[config.mk]
export PLATFORM = sky130hd
export DESIGN_NAME = mmio_out_fifo
export DESIGN_NICKNAME = d
export VERILOG_FILES = /design/src/rtl/mmio_out_fifo.sv
export SDC_FILE = /design/constraint.sdc
export NUM_CORES = 1
export LEC_CHECK = 0
export BUFFER_PORTS_ARGS = -buffer_cell sky130_fd_sc_hd__clkbuf_2
export CAP_MARGIN = 20
export CELL_PAD_IN_SITES_DETAIL_PLACEMENT = 0
export CELL_PAD_IN_SITES_GLOBAL_PLACEMENT = 1
export CORE_ASPECT_RATIO = 1.5
export CORE_UTILIZATION = 39
export DETAILED_ROUTE_END_ITERATION = 8
export GPL_TIMING_DRIVEN = 0
export PLACE_DENSITY = 0.66
export SLEW_MARGIN = 20
export SYNTH_ARGS = -nofsm -noshare
export SYNTH_HDL_FRONTEND = slang
export SYNTH_SLANG_ARGS = --single-unit
[constraint.sdc]
create_clock -name clk -period 10.55 [get_ports clk]
set_input_delay 1.5825 -clock clk [delete_from_list [all_inputs] [get_ports clk]]
set_output_delay 1.5825 -clock clk [all_outputs]
set_load 0.05 [all_outputs]
[src/rtl/mmio_out_fifo.sv]
// Memory-mapped output FIFO on the core's data bus, drained over valid/ready.
// Define MMIO_OUT_FIFO_CYCCNT_EN to add a loadable free-running cycle counter at offset 3.
module mmio_out_fifo #(
  parameter int          DEPTH     = 8,
  parameter logic [31:0] BASE_ADDR = 32'h0000_FF00
) (
  input  logic        clk,
  input  logic        reset,
  input  logic        we,
  input  logic [31:0] a,
  input  logic [31:0] wd,
  output logic [31:0] rd,
  output logic        sel,
  output logic [31:0] out_data,
  output logic        out_valid,
  input  logic        out_ready
);

  localparam int PW = $clog2(DEPTH);
  localparam int CW = $clog2(DEPTH + 1);

  typedef enum logic [1:0] {
    OFF_DATA    = 2'd0,
    OFF_STATUS  = 2'd1,
    OFF_CONTROL = 2'd2,
    OFF_CYCCNT  = 2'd3
  } offset_t;

  logic [31:0]   mem [DEPTH];
  logic [PW-1:0] rptr;
  logic [PW-1:0] wptr;
  logic [CW-1:0] count;
  logic          overflow;

  offset_t       offset;
  logic          full;
  logic          empty;
  logic          pop;
  logic          push_req;
  logic          push;
  logic          ctrl_wr;
  logic          flush;
  logic          clr_ovf;
  logic [7:0]    count8;
  logic [31:0]   status;
  logic [31:0]   cyc_value;

  // Byte lane bits of the address are never decoded.
  logic          unused_addr_bits;
  assign unused_addr_bits = &{1'b0, a[1:0]};

  assign sel      = (a[31:4] == BASE_ADDR[31:4]);
  assign offset   = offset_t'(a[3:2]);

  assign full     = (count == CW'(DEPTH));
  assign empty    = (count == '0);
  assign pop      = out_valid & out_ready;
  assign push_req = we & sel & (offset == OFF_DATA);
  // A pop frees the head slot on the same edge, so a full FIFO can still accept.
  assign push     = push_req & (~full | pop);

  assign ctrl_wr  = we & sel & (offset == OFF_CONTROL);
  assign flush    = ctrl_wr & wd[0];
  assign clr_ovf  = ctrl_wr & wd[1];

  // Array storage is deliberately not reset; validity is tracked by count alone.
  always_ff @(posedge clk) begin
    if (push) begin
      mem[wptr] <= wd;
    end
  end

  // Pointer, occupancy and sticky overflow bookkeeping; flush dominates any pop.
  always_ff @(posedge clk or posedge reset) begin
    if (reset) begin
      rptr     <= '0;
      wptr     <= '0;
      count    <= '0;
      overflow <= 1'b0;
    end else begin
      if (flush) begin
        rptr  <= '0;
        wptr  <= '0;
        count <= '0;
      end else begin
        if (push) begin
          wptr <= wptr + 1'b1;
        end
        if (pop) begin
          rptr <= rptr + 1'b1;
        end
        case ({push, pop})
          2'b10:   count <= count + 1'b1;
          2'b01:   count <= count - 1'b1;
          default: count <= count;
        endcase
      end

      if (push_req & full & ~pop) begin
        overflow <= 1'b1;
      end else if (clr_ovf) begin
        overflow <= 1'b0;
      end
    end
  end

`ifdef MMIO_OUT_FIFO_CYCCNT_EN
  logic [31:0] cyccnt;

  // A bus load takes effect on the edge; counting resumes from the loaded value.
  always_ff @(posedge clk or posedge reset) begin
    if (reset) begin
      cyccnt <= '0;
    end else if (we & sel & (offset == OFF_CYCCNT)) begin
      cyccnt <= wd;
    end else begin
      cyccnt <= cyccnt + 32'd1;
    end
  end

  assign cyc_value = cyccnt;
`else
  assign cyc_value = 32'd0;
`endif

  assign out_valid = ~empty;
  assign out_data  = empty ? 32'd0 : mem[rptr];

  assign count8 = 8'(count);
  assign status = {16'd0, count8, 5'd0, overflow, full, empty};

  // Combinational bus read path, required by the single-cycle core.
  always_comb begin
    rd = 32'd0;
    if (sel) begin
      case (offset)
        OFF_DATA:    rd = out_data;
        OFF_STATUS:  rd = status;
        OFF_CONTROL: rd = 32'd0;
        OFF_CYCCNT:  rd = cyc_value;
        default:     rd = 32'd0;
      endcase
    end
  end

endmodule

==> results of run 1 <==
final cells by class:
class                   instances  area [um2]
flip-flops and latches        267        7960
plain buffers                  31         129
diodes                          1        2.50
multi-input cells             270        2780
repair buffers                162        1000
clock inverters                16         318
clock buffers                  27         633
inverters                       5        18.8
well taps                     342         428
fillers                      2238       14000
report_power, final:
group	total (mW)	switching (mW)	internal [mW]
registers	1.16	0.0000109	1.16
logic	0.0281	0.0178	0.0103
clock network	1.04	0.383	0.654
total	2.23	0.401	1.82
state kept, by name, indices dropped and copies added (netlist names):
signal / cells
mem: 256
count: 4
rptr: 3
wptr: 3
overflow: 1
path summary, 6_finish.rpt:
| kind | startpoint | end | slack, ps | cells after the start |
|---|---|---|---|---|
| max in group asynchronous | reset | count[1] | 9180 | 2 |
| hold / removal | overflow | overflow | 580 | 2 |
| hold reg to reg | overflow | overflow | 580 | 2 |
| min in group asynchronous | reset | rptr[1] | 1050 | 2 |
| setup / recovery | a[22] | rd[7] | 4420 | 9 |
| setup reg to reg | count[0] | mem[3][18] | 6910 | 8 |
kinds of logic after synthesis:
group | after synthesis
mux | 72
xor+xnor | 6
fa+ha+maj | 4
flops | 267
buf+inv | 36
simple gates | 139
compound gates | 49
cells in the mapped netlist, types with 4 or more instances:
library cell	number	area share [%]
sky130_fd_sc_hd__nor3_1	9	0.42
sky130_fd_sc_hd__inv_1	4	0.14
sky130_fd_sc_hd__ha_1	4	0.46
sky130_fd_sc_hd__a21oi_1	29	1.3
sky130_fd_sc_hd__mux2i_1	8	0.74
sky130_fd_sc_hd__clkbuf_1	20	0.69
sky130_fd_sc_hd__a22o_1	6	0.48
sky130_fd_sc_hd__dfrtp_1	11	2.5
sky130_fd_sc_hd__nand2_1	34	1.2
sky130_fd_sc_hd__nor3b_1	6	0.42
sky130_fd_sc_hd__buf_2	7	0.32
sky130_fd_sc_hd__nor2_1	16	0.55
sky130_fd_sc_hd__edfxtp_1	256	71
sky130_fd_sc_hd__mux4_2	64	13
sky130_fd_sc_hd__nand2b_1	27	1.6
sky130_fd_sc_hd__and2_1	26	1.5
stage by stage:
| step | power, mW | area [um2] | instances |
|---|---|---|---|
| floorplan | 1.19 | 10800 | 573 |
| global placement | 1.21 | 11900 | 1046 |
| detailed placement | 1.21 | 12300 | 1077 |
| CTS | 2.25 | 13300 | 1120 |
| global route | 2.29 | 13300 | 1121 |
| finish | 2.23 | 13300 | 1121 |
metal layers:
metal | up-vias | GRT usage, %
met5 | - | 0
met4 | 2 | 8.39
met3 | 51 | 2.62
met2 | 179 | 33.0
met1 | 3024 | 21.9
li1 | 2661 | -
critical path: stages:
cell	delay, ps
sky130_fd_sc_hd__clkbuf_2	80
sky130_fd_sc_hd__nor4_2	290
sky130_fd_sc_hd__nand4_2	190
sky130_fd_sc_hd__or3_1	400
sky130_fd_sc_hd__buf_2	170
sky130_fd_sc_hd__nor3_1	650
sky130_fd_sc_hd__clkbuf_1	660
sky130_fd_sc_hd__and2_1	230
sky130_fd_sc_hd__clkbuf_2	280
==> parameters.txt, run 1 <==
Parameter                              Value

Power and ir drop
  Static leakage ... 4.57 nW
  Power per cell area ... 168 nW/um2
  Worst supply voltage drop on vdd ... 94.9 uV

Routing
  DRT Pass-1 Iters ... 7
  Post-detailed-route DRC marker count ... 18
  Average wire length per cell after detail routing ... 22.5 um
  Overall via count from detail_route ... 5917
  Count of nets left with antenna violations after detail routing ... 0
  Wire length on met2 ... 13200 um
  Routed vias/inst ... 5.28
  Detailed Route Iter0 Violations ... 433
  Top routing layer in use ... met5
  Met1 wire length ... 9850 um
  Wire length reported by the detailed router ... 25200 um
  Total length of routed met3 wires ... 1150 um

Timing
  Worst hold margin ... 576 ps
  Final max-slew violation count ... 0
  Headroom to the max-slew limit ... 33.9%
  RSZ-0062 raised after global routing ... no
  Crit share post-route ... 58.1%
  Setup violation total in the final timing report ... 0
  Transition time of the tightest slew-check pin ... 992 ps
  Worst setup slack after layout ... 4420 ps
  Period minus WS final ... 6130 ps
  Max Fclk ... 0.163 GHz
  Final-report hold violation count ... 0
  Final sum of negative setup slack ... 0 ps
  Worst Clk Skew ... 10.6 ps

Yosys
  Count of different cell masters after synthesis ... 46
  Net Count, Synth ... 645
  Largest family of logic cells by synthesized area ... multiplexers
  Syn Area/Cell ... 18.9 um2
  Post-synthesis sequential element count ... 267
  Warnings from Yosys ... 0
  Combined area of all synthesized cells ... 10800 um2
  Sequential share of the synthesized area ... 73.4%
  Synthesized-area fraction occupied by ao, oa, aoi and oai cells ... 2.70%
  Async set-reset flop share out of synthesis ... 4.12%
  Top_reg_cell synth ... sky130_fd_sc_hd__edfxtp_1
  Fraction of the mapped netlist area in adder cells ... 0.462%
  Number of synthesized flops with an enable pin ... 256
  Post-synthesis simple-gate area fraction ... 7.52%
  Post-synthesis xor/xnor area fraction ... 0.485%
  Multiplexer fraction of the synthesized cell area ... 14.0%
  Cells after Synth ... 573

Die
  Floorplan die area ... 28500 um2
  Ports ... 134
  Area of the core region ... 27300 um2
  Site Rows ... 74
  Die extent in x ... 138 um
  Height of the die ... 206 um
  Initial Util ... 39.7%

Global routing
  First-pass GRT wire length ... 38200 um
  Via count of the first global-routing pass ... 6317
  Overall fraction of global-route tracks in use ... 18.3%
  Initial antenna violation count ... 2
  Maximum number of pins on one net before global-route repair ... 18
  Total overflow reported by the global router ... 0

Outcome
  Outcome ... finished, violations left
  Failing checks ... DRC

Setup path
  Path type of the worst setup path ... in2out
  Worst Path Required ... 8970 ps
  Sort of element at the end of the critical path ... primary output
  Maximum fanout along the worst path ... 10
  Type of element launching the critical path ... input pin
  Critical Path AT ... 4550 ps

Placement
  Setup Slack @ Placement ... 4370 ps
  Estimated wirelength of the detail-placed design ... 17800 um
  RePlAce Congestion ... 0.734
  Number of I/O port buffers ... 131

Finish
  Layout cell share with drive strength beyond 1 ... 37.7%
  Most common cell after layout, fill and taps aside ... sky130_fd_sc_hd__edfxtp_1
  Most frequent cells in the layout ... 256 x sky130_fd_sc_hd__edfxtp_1, 131 x sky130_fd_sc_hd__clkbuf_2, 64 x sky130_fd_sc_hd__mux4_2
  Final standard cell utilization of the core ... 48.6%
  Area growth from synthesis to layout ... 22.4%
  Count of nets after finishing ... 833

Clocking
  Post-CTS repair timing setup buffer count ... 0
  Clock transition at the register clock pins on the worst setup and hold paths after CTS ... 70 ps
  Deepest clock path buffer count ... 3
  Resized Gates After CTS ... 0
  Total clock sinks ... 267
  CTS H-Tree Depth ... 1
  Inserted Clock Buffers ... 24
  Clock latency of the later-clocked register in the worst-skew pair ... 530 ps
  TritonCTS clock tree ... yes
  Cell chosen for the clock root ... sky130_fd_sc_hd__clkbuf_16
  Hold_buf cts ... 0

Run
  Number of maximum-capacitance constraint violations ... 0

Worst hold path
  Min-Delay Path Class ... reg2reg
(Power assumes the default switching activity.)
==> inputs of run 2 (changes only) <==
ABC_AREA = 1   (was unset)
PLACE_DENSITY = 0.69   (was 0.66)
clock period = 6.25 ns   (was 10.55 ns; I/O delays follow)
==> run 2 against run 1 <==
Net effect: the run still ends with DRC left; power grew to 2.8 times the previous value; wire length is 17% higher; global-route usage is 2.0 points higher; clock skew is 2.1 ps lower; via count is 29% higher; final cell count is 29% higher; die area is 1.3% higher; register-to-register slack worse by 3300 ps; synthesized cell count is 55% higher; utilization is 0.47 points lower; largest cell class unchanged; largest power group is now combinational cells.
==> parameters.txt, run 2 <==
Parameter                              Value

Outcome
  Outcome ... finished, violations left (unchanged)
  Failing checks ... DRC (unchanged)

Clocking
  Inserted Clock Buffers ... 25 (was 24)
  Clock latency of the later-clocked register in the worst-skew pair ... 530 ps (about the same)
  Post-CTS repair timing setup buffer count ... 0 (unchanged)
  Total clock sinks ... 267 (unchanged)
  TritonCTS clock tree ... yes (unchanged)
  Cell chosen for the clock root ... sky130_fd_sc_hd__clkbuf_16 (unchanged)
  Hold_buf cts ... 0 (unchanged)
  CTS H-Tree Depth ... 1 (unchanged)
  Deepest clock path buffer count ... 3 (unchanged)
  Clock transition at the register clock pins on the worst setup and hold paths after CTS ... 60 ps (was 70 ps)
  Resized Gates After CTS ... 0 (unchanged)

Yosys
  Dominant cell by count in the synthesized netlist ... sky130_fd_sc_hd__edfxtp_1 (unchanged)
  Post-synthesis simple-gate area fraction ... 10.1% (was 7.52%)
  Cells after Synth ... 887 (was 573)
  Async set-reset flop share out of synthesis ... 4.12% (unchanged)
  Fraction of the mapped netlist area in adder cells ... 0.456% (was 0.462%)
  Count of different cell masters after synthesis ... 31 (was 46)
  Top cells by area, synth ... sky130_fd_sc_hd__edfxtp_1 70%, sky130_fd_sc_hd__o21ai_0 6.4%, sky130_fd_sc_hd__nor2_1 6.3% (was sky130_fd_sc_hd__edfxtp_1 71%, sky130_fd_sc_hd__mux4_2 13%, sky130_fd_sc_hd__dfrtp_1 2.5%)
  Multiplexer fraction of the synthesized cell area ... 0% (was 14.0%)
  Sequential share of the synthesized area ... 72.5% (was 73.4%)
  Synthesized-area fraction occupied by ao, oa, aoi and oai cells ... 12.9% (was 2.70%)
  Largest family of logic cells by synthesized area ... compound AO/OA/AOI/OAI gates (was multiplexers)
  Most area-hungry cell type in the Yosys netlist ... sky130_fd_sc_hd__edfxtp_1 (unchanged)
  Syn Area/Cell ... 12.4 um2 (was 18.9 um2)
  Combined area of all synthesized cells ... 11000 um2 (was 10800 um2)
  Warnings from Yosys ... 0 (unchanged)
  Top_reg_cell synth ... sky130_fd_sc_hd__edfxtp_1 (unchanged)
  Net Count, Synth ... 959 (was 645)
  Area share of the largest cell type after synthesis ... 70.0% (was 70.9%)
  Post-synthesis xor/xnor area fraction ... 0.0797% (was 0.485%)
  Ranking of synthesized cells by instance count ... 256 x sky130_fd_sc_hd__edfxtp_1, 184 x sky130_fd_sc_hd__nor2_1, 141 x sky130_fd_sc_hd__o21ai_0, 54 x sky130_fd_sc_hd__inv_1, 50 x sky130_fd_sc_hd__nand2_1 (was 256 x sky130_fd_sc_hd__edfxtp_1, 64 x sky130_fd_sc_hd__mux4_2, 34 x sky130_fd_sc_hd__nand2_1, 29 x sky130_fd_sc_hd__a21oi_1, 27 x sky130_fd_sc_hd__nand2b_1)
  Number of synthesized flops with an enable pin ... 256 (unchanged)
  Post-synthesis sequential element count ... 267 (unchanged)

Global routing
  Maximum number of pins on one net before global-route repair ... 16 (was 18)
  Initial antenna violation count ... 0 (was 2)
  First-pass GRT wire length ... 43700 um (was 38200 um)
  Overall fraction of global-route tracks in use ... 20.4% (was 18.3%)
  Total overflow reported by the global router ... 0 (unchanged)
  Via count of the first global-routing pass ... 7293 (was 6317)

Placement
  Setup Slack @ Placement ... 2300 ps (was 4370 ps)
  Total cell area at the placement stage ... 12400 um2 (was 12300 um2)
  Estimated wirelength of the detail-placed design ... 20600 um (was 17800 um)
  RePlAce Congestion ... 0.791 (was 0.734)
  Cells after DPL ... 1397 (was 1077)
  Number of I/O port buffers ... 131 (unchanged)

Setup path
  Critical Path AT ... 3060 ps (was 4550 ps)
  Worst Path Required ... 5310 ps (was 8970 ps)
  Bufs and invs on worst path ... 4 (unchanged)
  Largest incremental delay on the critical path ... 470 ps (was 660 ps)
  Type of element launching the critical path ... flip-flop (was input pin)
  Path type of the worst setup path ... reg2out (was in2out)
  Maximum fanout along the worst path ... 10 (unchanged)
  Kind of cell with the highest combined delay on the critical path ... buffers and inverters (was simple AND/OR/NAND/NOR gates)
  List of cells traversed by the critical path ... inv_1, clkbuf_1, clkbuf_1, o21ai_0, o221ai_1, o211ai_1, nor2_1, clkbuf_2 (was clkbuf_2, nor4_2, nand4_2, or3_1, buf_2, nor3_1, clkbuf_1, and2_1, clkbuf_2)
  Most used cell, CP ... sky130_fd_sc_hd__clkbuf_1 (was sky130_fd_sc_hd__clkbuf_2)
  Sort of element at the end of the critical path ... primary output (unchanged)
  Max stage delay cell, worst path ... sky130_fd_sc_hd__clkbuf_1 (unchanged)

Timing
  Final-report hold violation count ... 0 (unchanged)
  Crit share post-route ... 64.0%
  Worst Clk Skew ... 8.58 ps (was 10.6 ps)
  RSZ-0062 raised after global routing ... no (unchanged)
  Worst hold margin ... 388 ps (was 576 ps)
  Worst setup slack after layout ... 2250 ps (was 4420 ps)
  Headroom to the max-slew limit ... 48.1% (was 33.9%)
  Final max-slew violation count ... 0 (unchanged)
  Max Fclk ... 0.250 GHz
  Setup violation total in the final timing report ... 0 (unchanged)
  Period minus WS final ... 4000 ps
  Final sum of negative setup slack ... 0 ps (unchanged)
  Transition time of the tightest slew-check pin ... 774 ps (was 992 ps)

Power and ir drop
  Switching Fraction ... 44.1% (was 18.0%)
  Internal ... 3.48 mW (was 1.82 mW)
  Overall power after layout ... 6.23 mW (was 2.23 mW)
  Power per cell area ... 471 nW/um2 (was 168 nW/um2)
  Proportion of power drawn by flip-flops and latches ... 32.3% (was 52.1%)
  Power share of the clock group ... 24.0% (was 46.6%)
  Static leakage ... 4.88 nW (was 4.57 nW)
  Power spent charging and discharging nets ... 2.75 mW (was 0.401 mW)
  Worst supply voltage drop on vdd ... 319 uV (was 94.9 uV)
  Comb power frac ... 43.7% (was 1.3%)

Routing
  Average wire length per cell after detail routing ... 20.5 um (was 22.5 um)
  Wire length reported by the detailed router ... 29500 um (was 25200 um)
  Routed vias/inst ... 5.28 (about the same)
  DRT Pass-1 Iters ... 7 (unchanged)
  Detailed Route Iter0 Violations ... 566 (was 433)
  Count of nets left with antenna violations after detail routing ... 0 (unchanged)
  Overall via count from detail_route ... 7615 (was 5917)
  Post-detailed-route DRC marker count ... 13 (was 18)

Finish
  Count of nets after finishing ... 1154 (was 833)
  Flip-flop count of the largest register, all copies and words added ... 256 (unchanged)
  Area growth from synthesis to layout ... 20.4% (was 22.4%)
  Largest register by flop count ... mem (unchanged)
  Multi-input logic area ... 2620 um2 (was 2780 um2)
  Post-route cell area ... 13200 um2 (was 13300 um2)
  Final standard cell utilization of the core ... 48.1% (was 48.6%)
  Layout cell share with drive strength beyond 1 ... 22.5% (was 37.7%)
  Most common cell after layout, fill and taps aside ... sky130_fd_sc_hd__edfxtp_1 (unchanged)
  FF+latch area ... 7960 um2 (unchanged)
  Number of antenna cells inserted ... 0 (was 1)
  Fillers ... 2479 (was 2238)
  Filler-free cell count of the finished design ... 1442 (was 1121)
  Most frequent cells in the layout ... 256 x sky130_fd_sc_hd__edfxtp_1, 184 x sky130_fd_sc_hd__nor2_1, 141 x sky130_fd_sc_hd__o21ai_0 (was 256 x sky130_fd_sc_hd__edfxtp_1, 131 x sky130_fd_sc_hd__clkbuf_2, 64 x sky130_fd_sc_hd__mux4_2)
  Largest registers in the final layout ... mem x256, count x4 (unchanged)

Die
  Initial Util ... 40.0% (was 39.7%)
  Die extent in x ... 139 um (was 138 um)
  Height of the die ... 208 um (was 206 um)
  Floorplan die area ... 28900 um2 (was 28500 um2)
  Area of the core region ... 27500 um2 (was 27300 um2)
  Site Rows ... 74 (unchanged)
  Ports ... 134 (unchanged)

Run
  Number of maximum-capacitance constraint violations ... 0 (unchanged)

Worst hold path
  Min-Delay Path Class ... in2async (was reg2reg)
run 2: cell types whose count changed in the layout (fill, tap and decap cells not counted), moves of 28 or more:
| cell | change |
|---|---|
| sky130_fd_sc_hd__mux4_2 | -64 |
| sky130_fd_sc_hd__a21oi_1 | -28 |
| sky130_fd_sc_hd__nor2_1 | +170 |
| sky130_fd_sc_hd__o21ai_0 | +138 |
| sky130_fd_sc_hd__inv_1 | +50 |
| sky130_fd_sc_hd__o22ai_1 | +31 |
run 2: power groups by stage:
stage	logic (mW)	registers, mW	clock network (mW)
after floorplan	1.89	2.04	0
after global placement	2.72	2.05	0
after detailed placement	2.74	2.05	0
after CTS	2.75	2.01	1.51
after global routing	2.92	2.01	1.58
final	2.72	2.01	1.50
run 2: final cells by class:
class | instances | share of cell area [%]
buffer | 54 | 1.74
timing repair buffer | 168 | 7.39
sequential | 267 | 60.2
clock inverter | 16 | 1.19
inverter | 56 | 1.59
clock buffer | 29 | 4.84
multi-input combinational | 510 | 19.8
tap | 342 | 3.23
run 2: final timing paths:
check	slack, ps	endpoint	cells past startpoint	start
max	2250	rd[7]	8	rptr[1]
min	390	count[3]	2	reset
max reg2reg	3600	mem[7][18]	10	count[1]
min reg2reg	510	overflow	1	overflow
max in group asynchronous	5550	overflow	2	reset
min in group clk	510	overflow	1	overflow
run 2: cells by family after synthesis:
family / Yosys count
adder cells (fa/ha/maj): 4
AND/OR/NAND/NOR: 269
XOR/XNOR: 1
AO/OA/AOI/OAI: 236
buffers and inverters: 110
flip-flops: 267
run 2: per-layer routing:
| metal | up-vias | GRT usage (%) | part of all wire, % |
|---|---|---|---|
| met1 | 3668 | 24.6 | 40 |
| met5 | - | 0 | 0 |
| met3 | 48 | 2.54 | 5.6 |
| li1 | 3619 | - | - |
| met2 | 280 | 36.9 | 52 |
| met4 | 0 | 7.66 | 2.9 |
==> inputs of run 3 (changes only) <==
PLACE_DENSITY = 0.72   (was 0.69)
clock period = 3.6 ns   (was 6.25 ns; I/O delays follow)
==> run 3 against run 2 <==
Net effect: the flow finishes with violations (DRC, hold timing); power up 75%; die area did not move; global-route usage shrank 0.20 points; sequential cell count unchanged; register-to-register slack worse by 2700 ps; combinational power is 74% higher; non-clock buffer count shrank 9; via count increased by 1.2%; critical path depth is the same; worst hold slack worse by 390 ps; sequential power up 74%; clock skew rose by 6.3 ps; critical endpoint is now rd[4]; largest cell class unchanged.
==> parameters.txt, run 3 (synthesis gave the netlist of run 2 again) <==
Parameter                              Value

Routing
  DRT Pass-1 Iters ... 9 (was 7)
  Overall via count from detail_route ... 7703 (was 7615)
  Average wire length per cell after detail routing ... 20.4 um (was 20.5 um)
  Post-detailed-route DRC marker count ... 14 (was 13)
  Top routing layer in use ... met4 (unchanged)
  Total length of routed met3 wires ... 1810 um (was 1650 um)
  Wire length reported by the detailed router ... 29200 um (was 29500 um)
  Routed vias/inst ... 5.37 (was 5.28)
  Detailed Route Iter0 Violations ... 598 (was 566)
  Met1 wire length ... 11100 um (was 11800 um)
  Count of nets left with antenna violations after detail routing ... 0 (unchanged)
  Wire length on met2 ... 15200 um (was 15300 um)

Setup path
  List of cells traversed by the critical path ... buf_2, buf_2, buf_2, nor2_1, o221ai_1, o211ai_1, nor2_1, clkbuf_2 (was inv_1, clkbuf_1, clkbuf_1, o21ai_0, o221ai_1, o211ai_1, nor2_1, clkbuf_2)
  Kind of cell with the highest combined delay on the critical path ... buffers and inverters (unchanged)
  Maximum fanout along the worst path ... 10 (unchanged)
  Path type of the worst setup path ... reg2out (unchanged)
  Most used cell, CP ... sky130_fd_sc_hd__buf_2 (was sky130_fd_sc_hd__clkbuf_1)
  Critical Path AT ... 2960 ps (was 3060 ps)
  Sort of element at the end of the critical path ... primary output (unchanged)
  Bufs and invs on worst path ... 4 (unchanged)
  Type of element launching the critical path ... flip-flop (unchanged)
  Worst Path Required ... 3060 ps (was 5310 ps)
  Count of cell instances traversed by the critical path ... 8 (unchanged)
  Max stage delay cell, worst path ... sky130_fd_sc_hd__dfrtp_1 (was sky130_fd_sc_hd__clkbuf_1)
  Largest incremental delay on the critical path ... 500 ps (was 470 ps)
  Number of cells on the worst reg-to-reg path ... 11 (was 10)

Clocking
  Deepest clock path buffer count ... 3 (unchanged)
  Total clock sinks ... 267 (unchanged)
  Clock transition at the register clock pins on the worst setup and hold paths after CTS ... 70 ps (was 60 ps)
  Inserted Clock Buffers ... 25 (unchanged)
  Post-CTS repair timing setup buffer count ... 0 (unchanged)
  CTS H-Tree Depth ... 1 (unchanged)
  TritonCTS clock tree ... yes (unchanged)
  Clock latency of the later-clocked register in the worst-skew pair ... 530 ps (about the same)
  Resized Gates After CTS ... 0 (unchanged)
  Cell chosen for the clock root ... sky130_fd_sc_hd__clkbuf_16 (unchanged)
  Hold_buf cts ... 0 (unchanged)

Placement
  Total cell area at the placement stage ... 12500 um2 (was 12400 um2)
  Cells after DPL ... 1388 (was 1397)
  Estimated wirelength of the detail-placed design ... 20300 um (was 20600 um)
  Number of I/O port buffers ... 131 (unchanged)
  Setup Slack @ Placement ... 303 ps (was 2300 ps)
  RePlAce Congestion ... 0.782 (was 0.791)

Global routing
  First-pass GRT wire length ... 43700 um (about the same)
  Maximum number of pins on one net before global-route repair ... 17 (was 16)
  Initial antenna violation count ... 0 (unchanged)
  Via count of the first global-routing pass ... 7615 (was 7293)
  Overall fraction of global-route tracks in use ... 20.2% (was 20.4%)
  Total overflow reported by the global router ... 0 (unchanged)

Finish
  Area growth from synthesis to layout ... 21.2% (was 20.4%)
  Final standard cell utilization of the core ... 48.4% (was 48.1%)
  Layout cell share with drive strength beyond 1 ... 22.7% (was 22.5%)
  Filler-free cell count of the finished design ... 1434 (was 1442)
  Flip-flop count of the largest register, all copies and words added ... 256 (unchanged)
  Largest registers in the final layout ... mem x256, count x4 (unchanged)
  Largest register by flop count ... mem (unchanged)
  Post-route cell area ... 13300 um2 (was 13200 um2)
  Count of nets after finishing ... 1145 (was 1154)
  Most frequent cells in the layout ... 256 x sky130_fd_sc_hd__edfxtp_1, 184 x sky130_fd_sc_hd__nor2_1, 141 x sky130_fd_sc_hd__o21ai_0 (unchanged)
  Number of antenna cells inserted ... 0 (unchanged)
  Most common cell after layout, fill and taps aside ... sky130_fd_sc_hd__edfxtp_1 (unchanged)
  Fillers ... 2430 (was 2479)

Timing
  Worst hold margin ... -5.52 ps (was 388 ps)
  Final-report hold violation count ... 11 (was 0)
  Setup violation total in the final timing report ... 0 (unchanged)
  Max Fclk ... 0.286 GHz
  Final max-slew violation count ... 0 (unchanged)
  Worst setup slack after layout ... 98.8 ps (was 2250 ps)
  Period minus WS final ... 3500 ps
  RSZ-0062 raised after global routing ... no (unchanged)
  Worst Clk Skew ... 14.8 ps (was 8.58 ps)
  Transition time of the tightest slew-check pin ... 818 ps (was 774 ps)
  Final sum of negative setup slack ... 0 ps (unchanged)
  Headroom to the max-slew limit ... 45.3% (was 48.1%)
  Crit share post-route ... 97.3%

Outcome
  Failing checks ... DRC, hold timing (was DRC)
  Outcome ... finished, violations left (unchanged)

Run
  Number of maximum-capacitance constraint violations ... 0 (unchanged)

Die
  Floorplan die area ... 28900 um2 (unchanged)
  Site Rows ... 74 (unchanged)
  Initial Util ... 40.0% (unchanged)
  Die extent in x ... 139 um (unchanged)
  Height of the die ... 208 um (unchanged)
  Ports ... 134 (unchanged)
  Area of the core region ... 27500 um2 (unchanged)

Power and ir drop
  Worst supply voltage drop on vdd ... 517 uV (was 319 uV)
  Static leakage ... 4.88 nW (about the same)
  Power per cell area ... 818 nW/um2 (was 471 nW/um2)
  Overall power after layout ... 10.9 mW (was 6.23 mW)

Worst hold path
  Min-Delay Path Class ... in2async (unchanged)
## run 3: final cells by class
cell class / instances / area (um2) / share of cell area, %
Sequential cell: 267 / 7960 / 59.8
Multi-Input combinational cell: 510 / 2650 / 19.9
Timing Repair Buffer: 159 / 983 / 7.38
Clock buffer: 27 / 633 / 4.75
Tap cell: 342 / 428 / 3.21
Buffer: 54 / 250 / 1.88
Inverter: 56 / 210 / 1.58
Clock inverter: 19 / 204 / 1.53
## run 3: path summary, 6_finish.rpt
path	start	slack, ps	end
worst max-delay path	rptr[0]	100	rd[4]
worst min-delay path	reset	-6	wptr[0]
worst max register to register	count[0]	950	mem[5][13]
worst min register to register	overflow	520	overflow
max in group asynchronous	reset	3300	overflow
min in group clk	wd[14]	280	mem[6][14]
## run 3: power by group
part,total [mW],internal [mW],switching [mW]
Sequential,3.49,3.44,0.0491
Clock,2.66,1.51,1.15
Combinational,4.74,1.13,3.61
## run 3: metal layers
layer  GRT usage (%)  up-vias
met2            36.4      308
met5               0        -
met1            23.6     3719
met3            2.65       65
li1                -     3611
met4            9.58        0
## run 3: worst reg2reg max path, delay by kind of cell, from the launching register on
family	cells	cell delay, ps
buf+inv	6	910
flops	1	400
simple gates	5	1050
